## src/rtl/qlearn_pkg.sv

```systemverilog
`default_nettype none
// ============================================================================
//  Module      : qlearn_pkg
//  Description : Shared Q-learning types and defaults: table geometry, the
//                max-Q search FSM state encoding and the q-table address pack.
//  Revision    : 1.0 - initial release
// ============================================================================
package qlearn_pkg;

    localparam int STATE_WIDTH  = 6;
    localparam int ACTION_WIDTH = 2;
    localparam int NUM_ACTIONS  = 2 ** ACTION_WIDTH;
    localparam int ADDR_WIDTH   = 9;
    localparam int DATA_WIDTH   = 32;

    typedef enum logic [1:0] {
        ST_IDLE  = 2'd0,
        ST_READ  = 2'd1,
        ST_DRAIN = 2'd2,
        ST_DONE  = 2'd3
    } qmax_state_t;

    // Table word for (state, action) lives at {state, action}; callers
    // truncate the result to their own address width.
    function automatic logic [31:0] pack_addr(
        input logic [31:0] state,
        input logic [31:0] action,
        input int          action_width
    );
        return (state << action_width) | action;
    endfunction

endpackage
`default_nettype wire

```

## src/rtl/fp32_gt.sv

```systemverilog
`default_nettype none
// ============================================================================
//  Module      : fp32_gt
//  Description : Combinational IEEE-754 single-precision "a > b" using a
//                sign/magnitude ordering. +0 and -0 compare equal. NaNs are
//                ordered by their raw bits (deterministic, not meaningful).
//  Revision    : 1.0 - initial release
// ============================================================================
module fp32_gt (
    input  logic [31:0] a,
    input  logic [31:0] b,
    output logic        a_gt_b
);

    logic        w_a_neg;
    logic        w_b_neg;
    logic [30:0] w_a_mag;
    logic [30:0] w_b_mag;
    logic        w_both_zero;

    assign w_a_neg     = a[31];
    assign w_b_neg     = b[31];
    assign w_a_mag     = a[30:0];
    assign w_b_mag     = b[30:0];
    assign w_both_zero = (w_a_mag == 31'd0) && (w_b_mag == 31'd0);

    // Sign decides first; equal signs order by magnitude, reversed for negatives.
    always_comb begin
        a_gt_b = 1'b0;
        if (w_both_zero) begin
            a_gt_b = 1'b0;
        end else if (w_a_neg != w_b_neg) begin
            a_gt_b = w_b_neg;
        end else if (!w_a_neg) begin
            a_gt_b = (w_a_mag > w_b_mag);
        end else begin
            a_gt_b = (w_a_mag < w_b_mag);
        end
    end

endmodule
`default_nettype wire

```

## src/rtl/qmax_select.sv

```systemverilog
`default_nettype none
// ============================================================================
//  Module      : qmax_select
//  Description : Reads every action's Q value of one state from the q-table
//                and reports the largest one and its action (lowest index on
//                ties). Optional epsilon-greedy exploration is compiled in
//                with the macro QMAX_EXPLORE_EN.
//  Revision    : 1.0 - initial release
// ============================================================================
module qmax_select
    import qlearn_pkg::*;
#(
    parameter int STATE_WIDTH  = qlearn_pkg::STATE_WIDTH,
    parameter int ACTION_WIDTH = qlearn_pkg::ACTION_WIDTH,
    parameter int ADDR_WIDTH   = qlearn_pkg::ADDR_WIDTH,
    parameter int DATA_WIDTH   = qlearn_pkg::DATA_WIDTH
) (
    input  logic                    i_clk,
    input  logic                    i_rst,
    input  logic                    i_start,
    input  logic [STATE_WIDTH-1:0]  i_state,
    output logic                    o_busy,
    output logic                    o_done,
    output logic [DATA_WIDTH-1:0]   o_max_q,
    output logic [ACTION_WIDTH-1:0] o_max_action,
    output logic [ADDR_WIDTH-1:0]   o_addr_r,
    output logic                    o_read_en,
`ifdef QMAX_EXPLORE_EN
    input  logic [7:0]              i_epsilon,
`endif
    input  logic [DATA_WIDTH-1:0]   i_q_data
);

    localparam int                    c_NUM_ACTIONS = 2 ** ACTION_WIDTH;
    localparam logic [ACTION_WIDTH-1:0] c_LAST_ACT  = ACTION_WIDTH'(c_NUM_ACTIONS - 1);

    qmax_state_t             r_state;
    qmax_state_t             w_state_nxt;
    logic                    w_accept;
    logic [STATE_WIDTH-1:0]  r_sidx;
    logic [ACTION_WIDTH-1:0] r_act;
    logic [ADDR_WIDTH-1:0]   r_addr;
    logic [ADDR_WIDTH-1:0]   w_addr_first;
    logic [ADDR_WIDTH-1:0]   w_addr_next;
    logic                    r_cap_vld;
    logic [ACTION_WIDTH-1:0] r_cap_act;
    logic [DATA_WIDTH-1:0]   r_run_q;
    logic [ACTION_WIDTH-1:0] r_run_act;
    logic [DATA_WIDTH-1:0]   w_run_q_nxt;
    logic [ACTION_WIDTH-1:0] w_run_act_nxt;
    logic                    w_gt;
    logic [DATA_WIDTH-1:0]   w_sel_q;
    logic [ACTION_WIDTH-1:0] w_sel_act;
    logic [DATA_WIDTH-1:0]   r_max_q;
    logic [ACTION_WIDTH-1:0] r_max_act;

    assign w_addr_first = ADDR_WIDTH'(pack_addr(32'(i_state), 32'd0, ACTION_WIDTH));
    assign w_addr_next  = ADDR_WIDTH'(pack_addr(32'(r_sidx), 32'(r_act + 1'b1), ACTION_WIDTH));

    // FSM state register; reset takes priority over a coincident start.
    always_ff @(posedge i_clk) begin
        if (i_rst) begin
            r_state <= ST_IDLE;
        end else begin
            r_state <= w_state_nxt;
        end
    end

    // Next-state and status outputs.
    always_comb begin
        w_state_nxt = r_state;
        w_accept    = 1'b0;
        o_busy      = 1'b1;
        o_done      = 1'b0;
        o_read_en   = 1'b0;
        case (r_state)
            ST_IDLE: begin
                o_busy = 1'b0;
                if (i_start) begin
                    w_accept    = 1'b1;
                    w_state_nxt = ST_READ;
                end
            end
            ST_READ: begin
                o_read_en = 1'b1;
                if (r_act == c_LAST_ACT) begin
                    w_state_nxt = ST_DRAIN;
                end
            end
            ST_DRAIN: w_state_nxt = ST_DONE;
            ST_DONE: begin
                o_done      = 1'b1;
                w_state_nxt = ST_IDLE;
            end
            default: w_state_nxt = ST_IDLE;
        endcase
    end

    // Read sequencing: latch the state, walk actions 0..N-1, keep the last address.
    always_ff @(posedge i_clk) begin
        if (i_rst) begin
            r_sidx    <= '0;
            r_act     <= '0;
            r_addr    <= '0;
            r_cap_vld <= 1'b0;
            r_cap_act <= '0;
        end else begin
            r_cap_vld <= o_read_en;
            r_cap_act <= r_act;
            if (w_accept) begin
                r_sidx <= i_state;
                r_act  <= '0;
                r_addr <= w_addr_first;
            end else if (o_read_en) begin
                r_act <= r_act + 1'b1;
                if (r_act != c_LAST_ACT) begin
                    r_addr <= w_addr_next;
                end
            end
        end
    end

    assign o_addr_r = r_addr;

    fp32_gt u_gt (
        .a      (i_q_data),
        .b      (r_run_q),
        .a_gt_b (w_gt)
    );

    // Running max including the word arriving this cycle; action 0 seeds it.
    always_comb begin
        w_run_q_nxt   = r_run_q;
        w_run_act_nxt = r_run_act;
        if (r_cap_vld && ((r_cap_act == '0) || w_gt)) begin
            w_run_q_nxt   = i_q_data;
            w_run_act_nxt = r_cap_act;
        end
    end

    // Running-max register.
    always_ff @(posedge i_clk) begin
        if (i_rst) begin
            r_run_q   <= '0;
            r_run_act <= '0;
        end else begin
            r_run_q   <= w_run_q_nxt;
            r_run_act <= w_run_act_nxt;
        end
    end

`ifdef QMAX_EXPLORE_EN
    logic [7:0]              r_lfsr;
    logic [DATA_WIDTH-1:0]   r_qbuf [c_NUM_ACTIONS];
    logic                    w_explore;
    logic [ACTION_WIDTH-1:0] w_rand_act;
    logic [DATA_WIDTH-1:0]   w_rand_q;

    // Free-running Fibonacci LFSR, taps 8,6,5,4.
    always_ff @(posedge i_clk) begin
        if (i_rst) begin
            r_lfsr <= 8'h01;
        end else begin
            r_lfsr <= {r_lfsr[6:0], r_lfsr[7] ^ r_lfsr[5] ^ r_lfsr[4] ^ r_lfsr[3]};
        end
    end

    // Keep every returned word so a random action can report its own Q value.
    always_ff @(posedge i_clk) begin
        if (r_cap_vld) begin
            r_qbuf[r_cap_act] <= i_q_data;
        end
    end

    assign w_explore  = (r_lfsr < i_epsilon);
    assign w_rand_act = r_lfsr[ACTION_WIDTH-1:0];
    // The last word is still on the bus during DRAIN, not yet in the buffer.
    assign w_rand_q   = (r_cap_vld && (r_cap_act == w_rand_act)) ? i_q_data : r_qbuf[w_rand_act];

    // Exploration overrides the greedy choice when the LFSR falls below epsilon.
    always_comb begin
        w_sel_q   = w_run_q_nxt;
        w_sel_act = w_run_act_nxt;
        if (w_explore) begin
            w_sel_q   = w_rand_q;
            w_sel_act = w_rand_act;
        end
    end
`else
    assign w_sel_q   = w_run_q_nxt;
    assign w_sel_act = w_run_act_nxt;
`endif

    // Result registers change only on the DRAIN->DONE edge and hold otherwise.
    always_ff @(posedge i_clk) begin
        if (i_rst) begin
            r_max_q   <= '0;
            r_max_act <= '0;
        end else if (r_state == ST_DRAIN) begin
            r_max_q   <= w_sel_q;
            r_max_act <= w_sel_act;
        end
    end

    assign o_max_q      = r_max_q;
    assign o_max_action = r_max_act;

endmodule
`default_nettype wire
```

## config.mk

```make
export PLATFORM = sky130hd
export DESIGN_NAME = qmax_select
export DESIGN_NICKNAME = d
export VERILOG_FILES = /design/src/rtl/qlearn_pkg.sv /design/src/rtl/fp32_gt.sv /design/src/rtl/qmax_select.sv
export SDC_FILE = /design/constraint.sdc
export NUM_CORES = 1
export LEC_CHECK = 0
export ABC_AREA = 1
export CAP_MARGIN = 15
export CORE_UTILIZATION = 41
export CTS_CLUSTER_SIZE = 8
export DETAILED_ROUTE_END_ITERATION = 8
export GPL_TIMING_DRIVEN = 0
export PLACE_DENSITY = 0.7
export SKIP_LAST_GASP = 1
export SLEW_MARGIN = 20
export SYNTH_ARGS = -nofsm -noshare
export SYNTH_HDL_FRONTEND = slang
export SYNTH_HIERARCHICAL = 1
export SYNTH_SLANG_ARGS = --single-unit
```

## constraint.sdc

```tcl
create_clock -name i_clk -period 2.6 [get_ports i_clk]
set_input_delay 0.26 -clock i_clk [delete_from_list [all_inputs] [get_ports i_clk]]
set_output_delay 0.26 -clock i_clk [all_outputs]
set_load 0.05 [all_outputs]
```

==> reports/metrics.yaml <==
clockRootBuffer: "clkbuf_16"
netlist_instances: 682
vdd_drop_max_mv: 0.789
grt_max_degree: 17
drive_gt1_share_pct: 7.40
wire_per_inst_um: 12.7
hold_path_class: "input pin to flip-flop"
tightest_slew_ns: 0.556
finalSetupViolations: 0
vias: 4578
yosysTopAreaCellShare_pct: 38.1
cts_tree: "built"
cap_violations: 0
worst_skew_pair.late_latency_ns: 0.34
die-area_um2: 11800
grt_usage_pct: 21.3
crit_slowest_cell: "clkdlybuf4s50_1"
p_per_area_nw_per_um2: 1030
cts_buffers: 9
syn_nets: 761
synth_fa_ha_area_share_pct: 10.2
synth_top_cells_by_count: "nand2_1 (154), inv_1 (92), nor2_1 (92)"
hold_viol: 0
grt_pass1_wl_um: 19900
fmax_mhz: 421
synth_cell_type_count: 28
finalCriticalPeriod_ns: 2.38
synthToLayoutAreaGrowth_pct: 30.5
p_sw_w: 0.00260
grt_pass1_vias: 4373
first_pass_iters: 5
cp_num_buf_inv: 5
cts_num_sinks: 89
status: "finished clean"
yosysMostFrequentCell: "nand2_1"
fin_nets: 858
power_frac_clock_pct: 25.9
io_buffers: 84
cp_top_family: "simple AND/OR/NAND/NOR gates"
synth-warning-count: 6
p_leak_nw: 2.78
syn_area_um2: 4680
crit_chain: "clkdlybuf4s50_1 -> ha_1 -> nand2_1 -> inv_1 -> nand2_1 -> nand2_1 -> a21oi_1 -> nand2_1 -> nand2_1 -> nand2_2 -> nand2_1 -> nand2_1 -> nor2_2 -> inv_1 -> o21ai_4 -> nand2_4 -> buf_6 -> nand2_1 -> nand3_1 -> nand2_1 -> inv_1"
synth-xor-area-share_pct: 0
fin_crit_sh_pct: 91.4
diodes: 0
grt-ovfl-total: 0
crit_top_cell: "nand2_1"
start_util_pct: 42.6
swShare_pct: 41.3
die_w_um: 109
dp_hpwl_um: 8880
synth_top_cells_by_area: "dfxtp_1 (38%), nand2_1 (12%), ha_1 (10%)"
via_per_inst: 4.95
internal-power_w: 0.00369
muxShareOfSynthArea_pct: 0
yosysTopAreaCell: "dfxtp_1"
synth_area_per_cell_um2: 6.86
gp_congestion: 0.849
arrival_ns: 2.62
synth_seq_cells: 89
htreeDepth: 3
ant_nets: 0
cp.required_ns: 2.84
p_comb_share_pct: 44.9
clock_skew_ns: 0.00715
clockBufferDepth: 2
synth-compound-area-share_pct: 7.70
boundaryPins: 87
synth_top_family_by_area: "simple AND/OR/NAND/NOR gates"
holdWs_ns: 0.313
die_h_um: 109
async_flop_share_pct: 0
synth_edf_count: 0
drt_wl_total_um: 11800
seq_area_frac_synth_pct: 38.1
coreArea_um2: 11000
slew_headroom_pct: 62.9
slew_viol_final: 0
end_kind: "flip-flop"
clk_pin_slew_ns: 0.07
dr.first_iter.drc_count: 246
synth-simple-area-share_pct: 32.4
max_stage_delay_ns: 0.47
worstPathMaxFanout: 10
crit_type: "input pin to flip-flop"
synth-main-ff-cell: "dfxtp_1"
antenna_found_initial: 0
start_kind: "input pin"
rsz0062_at_grt: "false"
power_w: 0.00628
drc: 0
placementRows: 38
p_seq_share_pct: 29.2
==> cell usage in the layout (no fill, tap or decap), drive strengths merged, types with 2 or more instances in the layout <==
cell type / n
nor2: 96
dfxtp: 89
buf: 19
ha: 38
clkbuf: 20
a21o: 2
nor3: 4
nand3: 83
nand2: 157
bufinv: 4
nor4: 8
inv: 105
a21oi: 49
o21ai: 14
nand4: 8
dlymetal6s2s: 2
clkdlybuf4s50: 82
==> stage by stage <==
step / setup TNS (ns) / area [µm²] / util, % / instances / setup slack, ns
final: 0 / 6110 / 55.6 / 924 / 0.224
after global routing: 0 / 6110 / 55.6 / 924 / 0.00203
after detailed placement: -6.75 / 5700 / 51.9 / 906 / -0.179
after CTS: 0 / 6070 / 55.3 / 922 / 0.156
after floorplan: 0 / 4680 / - / 682 / 0.521
after global placement: -4.48 / 5700 / 51.9 / 906 / -0.144
==> worst paths after layout <==
| check | start | endpoint | slack [ns] | cells past startpoint |
|---|---|---|---|---|
| worst max-delay path | i_q_data[14] | o_max_q[4]$_SDFFE_PP0P_ | 0.22 | 21 |
| worst min register to register | r_act[1]$_SDFFE_PP0N_ | r_cap_act[1]$_SDFF_PP0_ | 0.47 | 2 |
| worst min-delay path | i_q_data[2] | r_run_q[2]$_SDFF_PP0_ | 0.31 | 3 |
| worst max register to register | r_run_q[14]$_SDFF_PP0_ | o_max_q[4]$_SDFFE_PP0P_ | 0.26 | 21 |
==> timing repair <==
action                                 in CTS  in global routing
gates resized for setup                     0                  4
endpoints found under the hold margin       0                  0
setup buffers                               0                  2
setup endpoints to repair                   0                 27
hold buffers                                0                  0
==> cell families after synthesis <==
logic type	Yosys count
AO/OA/AOI/OAI	67
other	1
buffers and inverters	131
adder cells (fa/ha/maj)	38
AND/OR/NAND/NOR	356
flip-flops	89
==> state kept, by name, indices dropped and copies added, names as in the netlist, 6 cells and up <==
register / flops
o_max_q: 32
o_addr_r: 8
r_run_q: 32
r_sidx: 6
==> metal layers <==
metal	part of all wire [%]	vias up	GRT usage [%]
met1	47	2102	26.5
met2	47	111	36.5
met5	0	-	0
li1	-	2354	-
met3	4.9	11	4.78
met4	1.3	0	6.66
==> layout make-up <==
type                    count  area, µm²
plain buffers              28        155
inverters                 103        387
clock buffers               9        225
well taps                 140        175
flip-flops and latches     89       1780
multi-input cells         462       2370
repair buffers             86        861
fillers                  1067       4880
clock inverters             7        149
==> worst min-delay path, stage by stage <==
cell	delay, ns
dlymetal6s2s_1	0.16
nand3_1	0.11
a21oi_1	0.07
==> power by group through the flow <==
stage	sequential (W)	combinational, W	clock (W)
final	0.00184	0.00282	0.00163
after global routing	0.00187	0.00313	0.00171
after CTS	0.00184	0.00282	0.00165
after detailed placement	0.00186	0.00280	0
after global placement	0.00186	0.00275	0
after floorplan	0.00248	0.00136	0
Note: power is estimated with default switching activity, not from simulation.
